### src/rtl/rv_memory_if.sv
// Data-bus bundle between the memory stage and the data memory.
// Request is held until ack; rdata is valid in the ack cycle.
interface rv_memory_if;
  logic        req;
  logic        we;
  logic [29:0] addr;
  logic [3:0]  be;
  logic [31:0] wdata;
  logic        ack;
  logic [31:0] rdata;

  modport master (
    output req, we, addr, be, wdata,
    input  ack, rdata
  );

  modport slave (
    input  req, we, addr, be, wdata,
    output ack, rdata
  );
endinterface

### src/rtl/rv_memory.sv
// Memory pipeline stage: registers execute outputs, runs aligned
// load/store accesses on the req/ack bus and stalls while pending.
module rv_memory #(
  parameter int unsigned BUS_TIMEOUT = 255
) (
  input  logic        i_clk,
  input  logic        i_reset_n,
  input  logic        i_flush,
  input  logic        i_stall,
  input  logic [31:0] i_alu_result,
  input  logic [31:0] i_rs2_val,
  input  logic [4:0]  i_rd,
  input  logic [29:0] i_pc_p4,
  input  logic [1:0]  i_res_src,
  input  logic [2:0]  i_funct3,
  input  logic        i_reg_write,
  input  logic        i_mem_read,
  input  logic        i_mem_write,
  rv_memory_if.master dbus,
  output logic        o_stall_req,
  output logic [31:0] o_memory_rd_val,
  output logic [31:0] o_alu_result,
  output logic [31:0] o_load_data,
  output logic        o_reg_write,
  output logic [4:0]  o_rd,
  output logic [1:0]  o_res_src,
  output logic [29:0] o_pc_p4,
  output logic        o_misalign,
  output logic        o_bus_err
);

  localparam int CW = (BUS_TIMEOUT > 1) ? $clog2(BUS_TIMEOUT) : 1;
  localparam int unsigned TO_LAST_I =
    (BUS_TIMEOUT == 0) ? 0 : BUS_TIMEOUT - 1;
  localparam logic [CW-1:0] TO_LAST = TO_LAST_I[CW-1:0];
  localparam bit TO_EN = (BUS_TIMEOUT != 0);

  typedef enum logic {IDLE, ACCESS} state_t;

  state_t state, state_d;

  logic [31:0] r_alu_result;
  logic [31:0] r_rs2;
  logic [4:0]  r_rd;
  logic [29:0] r_pc_p4;
  logic [1:0]  r_res_src;
  logic [2:0]  r_funct3;
  logic        r_reg_write;
  logic        r_mem_read;
  logic        r_mem_write;
  logic        r_misalign;
  logic        r_bus_err;
  logic [31:0] r_rdata;
  logic [CW-1:0] r_cnt;

  logic capture;
  logic mem_op_i;
  logic misalign_i;
  logic bad_f3;
  logic ack_hit;
  logic timeout_hit;
  logic in_access;

  assign in_access = (state == ACCESS);
  assign capture   = ~i_flush & ~i_stall & ~in_access;
  assign mem_op_i  = i_mem_read | i_mem_write;

  // funct3 3/6/7 is not a legal width for any memory op
  assign bad_f3 = (i_funct3 == 3'd3) | (i_funct3[2:1] == 2'b11);

  always_comb begin
    misalign_i = 1'b0;
    unique case (1'b1)
      bad_f3:
        misalign_i = 1'b1;
      i_funct3[1:0] == 2'b01:
        misalign_i = i_alu_result[0];
      i_funct3[1:0] == 2'b10:
        misalign_i = |i_alu_result[1:0];
      default:
        misalign_i = 1'b0;
    endcase
    misalign_i = misalign_i & mem_op_i;
  end

  assign ack_hit     = in_access & dbus.ack;
  assign timeout_hit = in_access & ~dbus.ack & TO_EN
                     & (r_cnt == TO_LAST);

  always_ff @(posedge i_clk) begin
    if (!i_reset_n) state <= IDLE;
    else            state <= state_d;
  end

  always_comb begin
    state_d = state;
    if (i_flush) begin
      state_d = IDLE;
    end else begin
      unique case (state)
        IDLE:
          if (capture && mem_op_i && !misalign_i)
            state_d = ACCESS;
        ACCESS:
          if (ack_hit || timeout_hit)
            state_d = IDLE;
        default:
          state_d = IDLE;
      endcase
    end
  end

  always_ff @(posedge i_clk) begin
    if (!i_reset_n || i_flush) begin
      r_alu_result <= '0;
      r_rs2        <= '0;
      r_rd         <= '0;
      r_pc_p4      <= '0;
      r_res_src    <= '0;
      r_funct3     <= '0;
      r_reg_write  <= 1'b0;
      r_mem_read   <= 1'b0;
      r_mem_write  <= 1'b0;
      r_misalign   <= 1'b0;
      r_bus_err    <= 1'b0;
      r_rdata      <= '0;
      r_cnt        <= '0;
    end else if (capture) begin
      r_alu_result <= i_alu_result;
      r_rs2        <= i_rs2_val;
      r_rd         <= i_rd;
      r_pc_p4      <= i_pc_p4;
      r_res_src    <= i_res_src;
      r_funct3     <= i_funct3;
      r_reg_write  <= i_reg_write;
      r_mem_read   <= i_mem_read;
      r_mem_write  <= i_mem_write;
      r_misalign   <= misalign_i;
      r_bus_err    <= 1'b0;
      r_rdata      <= '0;
      r_cnt        <= '0;
    end else if (in_access) begin
      r_cnt <= r_cnt + 1'b1;
      if (ack_hit) begin
        r_rdata <= dbus.rdata;
      end else if (timeout_hit) begin
        r_bus_err <= 1'b1;
        r_rdata   <= '0;
      end
    end
  end

  logic [1:0]  a;
  logic [7:0]  ld_b;
  logic [15:0] ld_h;
  logic        sx;

  assign a    = r_alu_result[1:0];
  assign ld_b = r_rdata[{a, 3'b000} +: 8];
  assign ld_h = a[1] ? r_rdata[31:16] : r_rdata[15:0];
  assign sx   = ~r_funct3[2];

  always_comb begin
    o_load_data = '0;
    if (r_mem_read) begin
      unique case (r_funct3[1:0])
        2'b00:   o_load_data = {{24{sx & ld_b[7]}}, ld_b};
        2'b01:   o_load_data = {{16{sx & ld_h[15]}}, ld_h};
        2'b10:   o_load_data = r_rdata;
        default: o_load_data = '0;
      endcase
    end
  end

  always_comb begin
    dbus.be    = '0;
    dbus.wdata = r_rs2;
    unique case (r_funct3[1:0])
      2'b00: begin
        dbus.be    = 4'b0001 << a;
        dbus.wdata = {4{r_rs2[7:0]}};
      end
      2'b01: begin
        dbus.be    = 4'b0011 << {a[1], 1'b0};
        dbus.wdata = {2{r_rs2[15:0]}};
      end
      2'b10:   dbus.be = 4'hF;
      default: dbus.be = '0;
    endcase
    if (r_mem_read)
      dbus.be = 4'hF;
    else if (!r_mem_write)
      dbus.be = '0;
  end

  assign dbus.req  = in_access;
  assign dbus.we   = r_mem_write;
  assign dbus.addr = r_alu_result[31:2];

  assign o_stall_req     = in_access;
  assign o_memory_rd_val = r_alu_result;
  assign o_alu_result    = r_alu_result;
  assign o_reg_write     = r_reg_write & ~r_misalign & ~r_bus_err;
  assign o_rd            = r_rd;
  assign o_res_src       = r_res_src;
  assign o_pc_p4         = r_pc_p4;
  assign o_misalign      = r_misalign;
  assign o_bus_err       = r_bus_err;

endmodule

### src/flat_wrapper.sv
// flat-port wrapper written by rule: the top's interface ports become plain ports
module rv_memory_flat 
#(
  parameter int unsigned BUS_TIMEOUT = 255
)
  (i_clk, i_reset_n, i_flush, i_stall, i_alu_result, i_rs2_val, i_rd, i_pc_p4, i_res_src, i_funct3, i_reg_write, i_mem_read, i_mem_write, o_stall_req, o_memory_rd_val, o_alu_result, o_load_data, o_reg_write, o_rd, o_res_src, o_pc_p4, o_misalign, o_bus_err, dbus_req, dbus_we, dbus_addr, dbus_be, dbus_wdata, dbus_ack, dbus_rdata);
  rv_memory_if dbus_i ();
  input  logic i_clk;
  input  logic i_reset_n;
  input  logic i_flush;
  input  logic i_stall;
  input  logic [31:0] i_alu_result;
  input  logic [31:0] i_rs2_val;
  input  logic [4:0] i_rd;
  input  logic [29:0] i_pc_p4;
  input  logic [1:0] i_res_src;
  input  logic [2:0] i_funct3;
  input  logic i_reg_write;
  input  logic i_mem_read;
  input  logic i_mem_write;
  output logic o_stall_req;
  output logic [31:0] o_memory_rd_val;
  output logic [31:0] o_alu_result;
  output logic [31:0] o_load_data;
  output logic o_reg_write;
  output logic [4:0] o_rd;
  output logic [1:0] o_res_src;
  output logic [29:0] o_pc_p4;
  output logic o_misalign;
  output logic o_bus_err;
  output wire logic [$bits(dbus_i.req)-1:0] dbus_req;
  output wire logic [$bits(dbus_i.we)-1:0] dbus_we;
  output wire logic [$bits(dbus_i.addr)-1:0] dbus_addr;
  output wire logic [$bits(dbus_i.be)-1:0] dbus_be;
  output wire logic [$bits(dbus_i.wdata)-1:0] dbus_wdata;
  input wire logic [$bits(dbus_i.ack)-1:0] dbus_ack;
  input wire logic [$bits(dbus_i.rdata)-1:0] dbus_rdata;
  assign dbus_req = dbus_i.req;
  assign dbus_we = dbus_i.we;
  assign dbus_addr = dbus_i.addr;
  assign dbus_be = dbus_i.be;
  assign dbus_wdata = dbus_i.wdata;
  assign dbus_i.ack = dbus_ack;
  assign dbus_i.rdata = dbus_rdata;
  rv_memory #(.BUS_TIMEOUT(BUS_TIMEOUT)) u_core (.i_clk(i_clk), .i_reset_n(i_reset_n), .i_flush(i_flush), .i_stall(i_stall), .i_alu_result(i_alu_result), .i_rs2_val(i_rs2_val), .i_rd(i_rd), .i_pc_p4(i_pc_p4), .i_res_src(i_res_src), .i_funct3(i_funct3), .i_reg_write(i_reg_write), .i_mem_read(i_mem_read), .i_mem_write(i_mem_write), .dbus(dbus_i), .o_stall_req(o_stall_req), .o_memory_rd_val(o_memory_rd_val), .o_alu_result(o_alu_result), .o_load_data(o_load_data), .o_reg_write(o_reg_write), .o_rd(o_rd), .o_res_src(o_res_src), .o_pc_p4(o_pc_p4), .o_misalign(o_misalign), .o_bus_err(o_bus_err));
endmodule
### config.mk
export PLATFORM = sky130hd
export DESIGN_NAME = rv_memory_flat
export DESIGN_NICKNAME = d
export VERILOG_FILES = /design/src/rtl/rv_memory_if.sv /design/src/rtl/rv_memory.sv /design/src/flat_wrapper.sv
export SDC_FILE = /design/constraint.sdc
export NUM_CORES = 1
export LEC_CHECK = 0
export CORE_AREA = 2 2 137 139
export DETAILED_ROUTE_END_ITERATION = 12
export DIE_AREA = 0 0 139 141
export PLACE_DENSITY_LB_ADDON = 0.08
export SYNTH_ARGS = -nofsm -noshare
export SYNTH_HDL_FRONTEND = slang
export SYNTH_SLANG_ARGS = --single-unit
### constraint.sdc
create_clock -name i_clk -period 4.5 [get_ports i_clk]
set_input_delay 0.9 -clock i_clk [delete_from_list [all_inputs] [get_ports i_clk]]
set_output_delay 0.9 -clock i_clk [all_outputs]
set_load 0.02 [all_outputs]
==> flow_metrics.tcl <==
set metrics [dict create \
    fp.dieH_microns 141 \
    r2r_start "u_core.dbus.req" \
    cts_buffers 17 \
    drv_slew 0 \
    pwr-share-seq_pct 40.7 \
    cts.sinks 150 \
    drc 0 \
    portBuffers 348 \
    placed_cell_area_sq_um 9850 \
    crit_end "o_load_data[19]" \
    leakage_nw 3.76 \
    synth_fp_nets 987 \
    cts_tree "done" \
    place_hpwl_microns 15200 \
    ys_warn_count 0 \
    grt_overflow 0 \
    antenna_left 0 \
    postCtsSetupBuffers 0 \
    synth-seq-cells 150 \
    crit_fanout 16 \
    tns_ns 0 \
    grt_max_degree 85 \
    grt_usage_pct 21.5 \
    drt-pass1-iter-count 5 \
    drt_iter0_drc 342 \
    place.gp.congestion 0.856 \
    syn_area_per_cell_sq_um 8.10 \
    irDropWorstVdd_mv 0.244 \
    initial_utilization_pct 37.2 \
    outcome "complete, no violations" \
    setup_viol 0 \
    cts_root_buf "clkbuf_16" \
    tightestPinTransition_ns 1.02 \
    path_clk_slew_ns 0.06 \
    syn_inst 838 \
    worstSetupStartpointType "flop" \
    slew_headroom_pct 32.1 \
    crit_type "reg2out" \
    r2r_slack_ns 2.05 \
    grt_pass1_wl_microns 33600 \
    rsz0062_at_grt "false" \
    synthesis.area_sq_um 6790 \
    combPwrFrac_pct 13.5 \
    h-tree-depth 4 \
    internal-power_mw 2.60 \
    worstRegToRegCells 4 \
    fp.dieW_microns 139 \
    dieArea_sq_um 19600 \
    syn2layout_area_growth_pct 54.7 \
    core_sq_um 18300 \
    synth-async-reset-ratio_pct 0 \
    fin_crit_ns 3.85 \
    routed_wl_microns 21700 \
    finalHoldViolCount 0 \
    fmax_ghz 0.260 \
    avgRoutedWirePerCell_microns 16.3 \
    cp_data_arrival_time_ns 2.95 \
    power_density_nw_per_um2 324 \
    synthFlopType "dfxtp_1" \
    timing.rr.end "u_core.r_rs2[30]" \
    clock_power_share_pct 45.8 \
    insertion_delay_ns 0.42 \
    cp-startpoint "u_core.o_alu_result[1]" \
    final_cell_mix "clkdlybuf4s50_1 (348), nand2_1 (249), dfxtp_1 (150)" \
    holdBufCountCts 0 \
    hold_path_class "reg2reg" \
    viasPerCell 4.91 \
    synth_cell_types 47 \
    drive_gt1_share_pct 6.95 \
    design_area_sq_um 10500 \
    cap_violations 0 \
    synth_edf_count 0 \
    grt_antenna_before_repair 3 \
    preCtsSetupSlack_ns 1.07 \
    end_kind "output pin" \
    p_sw_mw 0.810 \
    required_ns 3.60 \
    period_share_pct 85.5 \
    yosysSeqAreaShare_pct 44.2 \
    rows 50 \
    num_vias 6538 \
    cts_max_path_buffers 2 \
    cts_resized 0 \
    nets 1232 \
    ios 349 \
    finClkSkew_ns 0.00758 \
    final_common_cell "clkdlybuf4s50_1" \
    swShare_pct 23.8 \
    fin_util_pct 57.5 \
    first_global_vias 6111 \
    setup_slack_ns 0.654 \
]
-- per-layer routing --
layer / wire length [microns] / global-route usage (%) / vias up
li1: - / - / 3247
met1: 8980 / 26.4 / 2984
met2: 10300 / 35.0 / 271
met3: 1890 / 7.20 / 36
met4: 539 / 8.40 / 0
met5: 0 / 0 / -
-- through the flow --
| step | power [mW] | cells | hold slack (ns) |
|---|---|---|---|
| finish | 3.41 | 1331 | 0.451 |
| global route | 3.54 | 1331 | 0.468 |
| CTS | 3.45 | 1328 | 0.454 |
| detailed placement | 1.88 | 1298 | 0.444 |
| global placement | 1.88 | 1298 | 0.440 |
| floorplan | 1.64 | 838 | 0.432 |
-- synthesized netlist by cell type (all sizes together), types with 2 or more instances --
cell type  number  area share, %
o21bai          4           0.61
or2             2           0.18
nor2           23            1.4
dfxtp         150             44
mux2i           9            1.3
nand2         250             14
a21oi         137             10
a22o           32            4.1
o21ai          14            1.1
nand3           2           0.15
a222oi          7            1.0
nand4           4           0.37
inv             4           0.22
or3             3           0.28
clkbuf         30            1.7
ha              5           0.92
nor3b           2           0.29
and3            2           0.18
nor3            3           0.22
and2            2           0.18
xor2            4           0.52
a22oi           8           0.88
nor2b           5           0.53
mux2           24            4.0
nand2b          2           0.18
buf           101             10
-- critical path, stage by stage (launching register included) --
cell	delay, ns
dfxtp_1	0.75
mux2_2	0.44
o211ai_2	0.59
a21oi_1	0.15
clkdlybuf4s50_1	0.58
-- final cells by class --
type,count,area [sq um]
Multi-Input combinational cell,553,2980
Fill cell,1721,7770
Sequential cell,150,3000
Clock buffer,19,443
Antenna cell,3,7.51
Timing Repair Buffer,357,3560
Tap cell,234,293
Clock inverter,11,198
Inverter,4,15.0
-- how the worst min path moves through the flow --
stage                             startpoint                 end  slack [ns]  cells after the start
final                     u_core.o_pc_p4[17]  u_core.o_pc_p4[17]        0.45                      2
after global routing        u_core.r_rs2[29]    u_core.r_rs2[29]        0.47                      2
after CTS                   u_core.r_rs2[29]    u_core.r_rs2[29]        0.45                      2
after detailed placement  u_core.r_reg_write  u_core.r_reg_write        0.44                      2
after global placement    u_core.o_pc_p4[14]  u_core.o_pc_p4[14]        0.44                      2
after floorplan           u_core.r_reg_write  u_core.r_reg_write        0.43                      2
-- sequential cells by signal, indices dropped and copies added (netlist names), 2 cells and up --
signal,count
u_core.r_rdata,32
u_core.o_rd,5
u_core.o_res_src,2
u_core.r_funct3,3
u_core.r_rs2,32
u_core.r_cnt,8
u_core.o_alu_result,32
u_core.o_pc_p4,30
-- power groups by stage --
stage	logic, mW	registers, mW	clock network [mW]
after floorplan	0.203	1.44	0
after global placement	0.460	1.42	0
after detailed placement	0.462	1.42	0
after CTS	0.464	1.39	1.59
after global routing	0.493	1.39	1.66
final	0.459	1.39	1.56
-- cells by family (layout without fill, tap and decap cells) --
| family | after synthesis | count (layout) | share of synthesized area, % |
|---|---|---|---|
| simple gates | 302 | 302 | 18.0 |
| compound gates | 208 | 208 | 18.7 |
| flops | 150 | 150 | 44.2 |
| buf+inv | 135 | 391 | 12.1 |
| mux | 33 | 33 | 5.31 |
| fa+ha+maj | 5 | 5 | 0.922 |
| xor+xnor | 5 | 5 | 0.645 |
| other cells | 0 | 3 | 0 |
Note: power is estimated with default switching activity, not from simulation.
==> edit (config.mk and constraints unchanged) <==
`BUS_TIMEOUT` is set to 255 in 2 places; all go to 510.
--- a/src/rtl/rv_memory.sv
+++ b/src/rtl/rv_memory.sv
@@ -1,7 +1,7 @@
 // Memory pipeline stage: registers execute outputs, runs aligned
 // load/store accesses on the req/ack bus and stalls while pending.
 module rv_memory #(
-  parameter int unsigned BUS_TIMEOUT = 255
+  parameter int unsigned BUS_TIMEOUT = 510
 ) (
   input  logic        i_clk,
   input  logic        i_reset_n,
--- a/src/flat_wrapper.sv
+++ b/src/flat_wrapper.sv
@@ -1,7 +1,7 @@
 // flat-port wrapper written by rule: the top's interface ports become plain ports
 module rv_memory_flat 
 #(
-  parameter int unsigned BUS_TIMEOUT = 255
+  parameter int unsigned BUS_TIMEOUT = 510
 )
   (i_clk, i_reset_n, i_flush, i_stall, i_alu_result, i_rs2_val, i_rd, i_pc_p4, i_res_src, i_funct3, i_reg_write, i_mem_read, i_mem_write, o_stall_req, o_memory_rd_val, o_alu_result, o_load_data, o_reg_write, o_rd, o_res_src, o_pc_p4, o_misalign, o_bus_err, dbus_req, dbus_we, dbus_addr, dbus_be, dbus_wdata, dbus_ack, dbus_rdata);
   rv_memory_if dbus_i ();
Check against the original RTL: no difference found for any inputs over 4 cycles, from zero or initial values; that may be too few to reach the edited logic, so the function may still have changed.
==> edit against the unedited design <==
- final area grew 1.2%
- sequential cell count is 1 higher
- worst setup slack better by 0.16 ns
- clock power decreased by 13%
- power fell by 5.4%
- final cell count rose by 4.9%
- wire length grew 6.9%
- maximum frequency is 4.4% higher
- area after synthesis grew 4.4%
- worst hold slack hardly changed
- critical path type unchanged
- critical endpoint is now o_load_data[20]
- highest routed layer unchanged
==> edit: results (changes against the unedited design) <==
----------------------------------------------------
[Global route]
  Total global routing track utilization ... 0.233 (was 0.215)
  Initial antenna violation count ... 0 (was 3)
  First-pass GRT wire length ... 36200 um (was 33600 um)
  Maximum number of pins on one net before global-route repair ... 77 (was 85)
  Via count of the first global-routing pass ... 6510 (was 6111)

[Setup path]
  Largest stage delay, worst path ... 0.72 ns (was 0.75 ns)
  Capture instance of the worst register-to-register path ... u_core.r_rs2[10] (was u_core.r_rs2[30])
  Cell count of the worst reg-to-reg path ... 4 (unchanged)
  Setup slack on the worst flop-to-flop path ... 2.28 ns (was 2.05 ns)
  Critical path data arrival time ... 2.78 ns (was 2.95 ns)

[Yosys]
  Sequential share of the synthesized area ... 0.426 (was 0.442)
  Largest cells by area after synthesis ... dfxtp_1, nand2_1, a21oi_1, buf_4, mux2_2 (was dfxtp_1, nand2_1, a21oi_1, buf_4, a22o_1)
  Synth Net Count ... 1060 (was 987)
  Cell variety after synth ... 50 (was 47)
  Post-synth top cells ... nand2_1, a21oi_1, dfxtp_1 (was nand2_1, dfxtp_1, a21oi_1)

[Routing]
  Via Count ... 6930 (was 6538)
  Number of violations reported at the end of detailed-routing iteration 0 ... 416 (was 342)
  Mean routed wirelength per cell ... 16.7 um (was 16.3 um)

[STA]
  Slew headroom ... 0.372 (was 0.321)

[Worst hold path]
  Hold Crit Endpoint ... u_core.r_rs2[17] (was u_core.o_pc_p4[17])
  Startpoint of the tightest hold check path ... u_core.r_rs2[17] (was u_core.o_pc_p4[17])

[Power and ir drop]
  Lkg Pwr ... 3.64 nW (was 3.76 nW)

[Cells and area]
  Number of diodes ... 0 (was 3)
  Filler Cells Inserted ... 1763 (was 1721)
  Layout cells sized above 1 ... 0.0654 (was 0.0695)

[Placement]
  Worst setup timing slack at the placement stage ... 1.29 ns (was 1.07 ns)
  Final Wtd Congestion ... 0.834 (was 0.856)

[Status]
  Status ... completed (unchanged)

----------------------------------------------------
-- edit: cell count changes after synthesis, sizes merged, moves of 2 or more --
cell / delta
a21oi: +33
o21ai: +33
a22o: -32
nand2: +32
buf: +15
clkbuf: -9
and3: -2
and4: +2
-- edit: area by class of cell --
class	instances	area, um2	share of cell area
clock buffer	21	460	0.0433
clock inverter	11	100	0.00942
timing repair buffer	356	3570	0.336
inverter	5	18.8	0.00177
sequential	151	3020	0.284
tap	234	293	0.0275
multi-input combinational	618	3160	0.298
-- edit: worst max path at each step --
| stage | startpoint | endpoint | slack, ns | cells past startpoint |
|---|---|---|---|---|
| final | u_core.o_alu_result[1] | o_load_data[20] | 0.82 | 4 |
| after global placement | u_core.o_alu_result[1] | o_load_data[21] | 1.34 | 4 |
| after global routing | u_core.o_alu_result[1] | o_load_data[26] | 0.66 | 4 |
| after detailed placement | u_core.o_alu_result[1] | o_load_data[26] | 1.29 | 4 |
| after floorplan | u_core.o_alu_result[1] | o_load_data[0] | 2.09 | 4 |
| after CTS | u_core.o_alu_result[1] | o_load_data[26] | 0.83 | 4 |
-- edit: cells by family (layout without fill, tap and decap cells) --
logic type      after synthesis  in the layout  share of synthesized area
compound gates              243            243                      0.188
mux                          33             33                     0.0514
simple gates                332            332                      0.190
xor+xnor                      5              5                    0.00618
buf+inv                     142            393                      0.129
flops                       151            151                      0.426
fa+ha+maj                     5              5                    0.00883
-- edit: per-stage QoR --
step / area (um2) / hold slack [ns] / total power [mW] / std cells
2_1_floorplan: 7090 / 0.432 / 1.66 / 911
3_3_place_gp: 10100 / 0.440 / 1.89 / 1364
3_5_place_dp: 10100 / 0.446 / 1.90 / 1364
4_1_cts: 10600 / 0.454 / 3.26 / 1396
5_1_grt: 10600 / 0.472 / 3.35 / 1396
6_report: 10600 / 0.451 / 3.22 / 1396
-- edit: power by group through the flow --
stage	clock network, mW	registers [mW]	logic, mW
4_1_cts	1.39	1.40	0.470
3_3_place_gp	0	1.43	0.466
5_1_grt	1.45	1.40	0.499
2_1_floorplan	0	1.44	0.214
6_report	1.36	1.40	0.465
3_5_place_dp	0	1.43	0.468
-- edit: per-layer routing --
metal	GRT usage	vias to the layer above	wire (um)
met5	0	-	0
met4	0.0734	0	350
met3	0.0720	21	1770
met2	0.389	257	11300
met1	0.288	3209	9820
li1	-	3443	-
-- edit: worst reg2reg max path, delay by kind of cell, from the launching register on --
| kind | cells | cell delay [ns] |
|---|---|---|
| AO/OA/AOI/OAI | 1 | 0.17 |
| buffers and inverters | 1 | 0.70 |
| flip-flops | 1 | 0.61 |
| AND/OR/NAND/NOR | 2 | 0.68 |
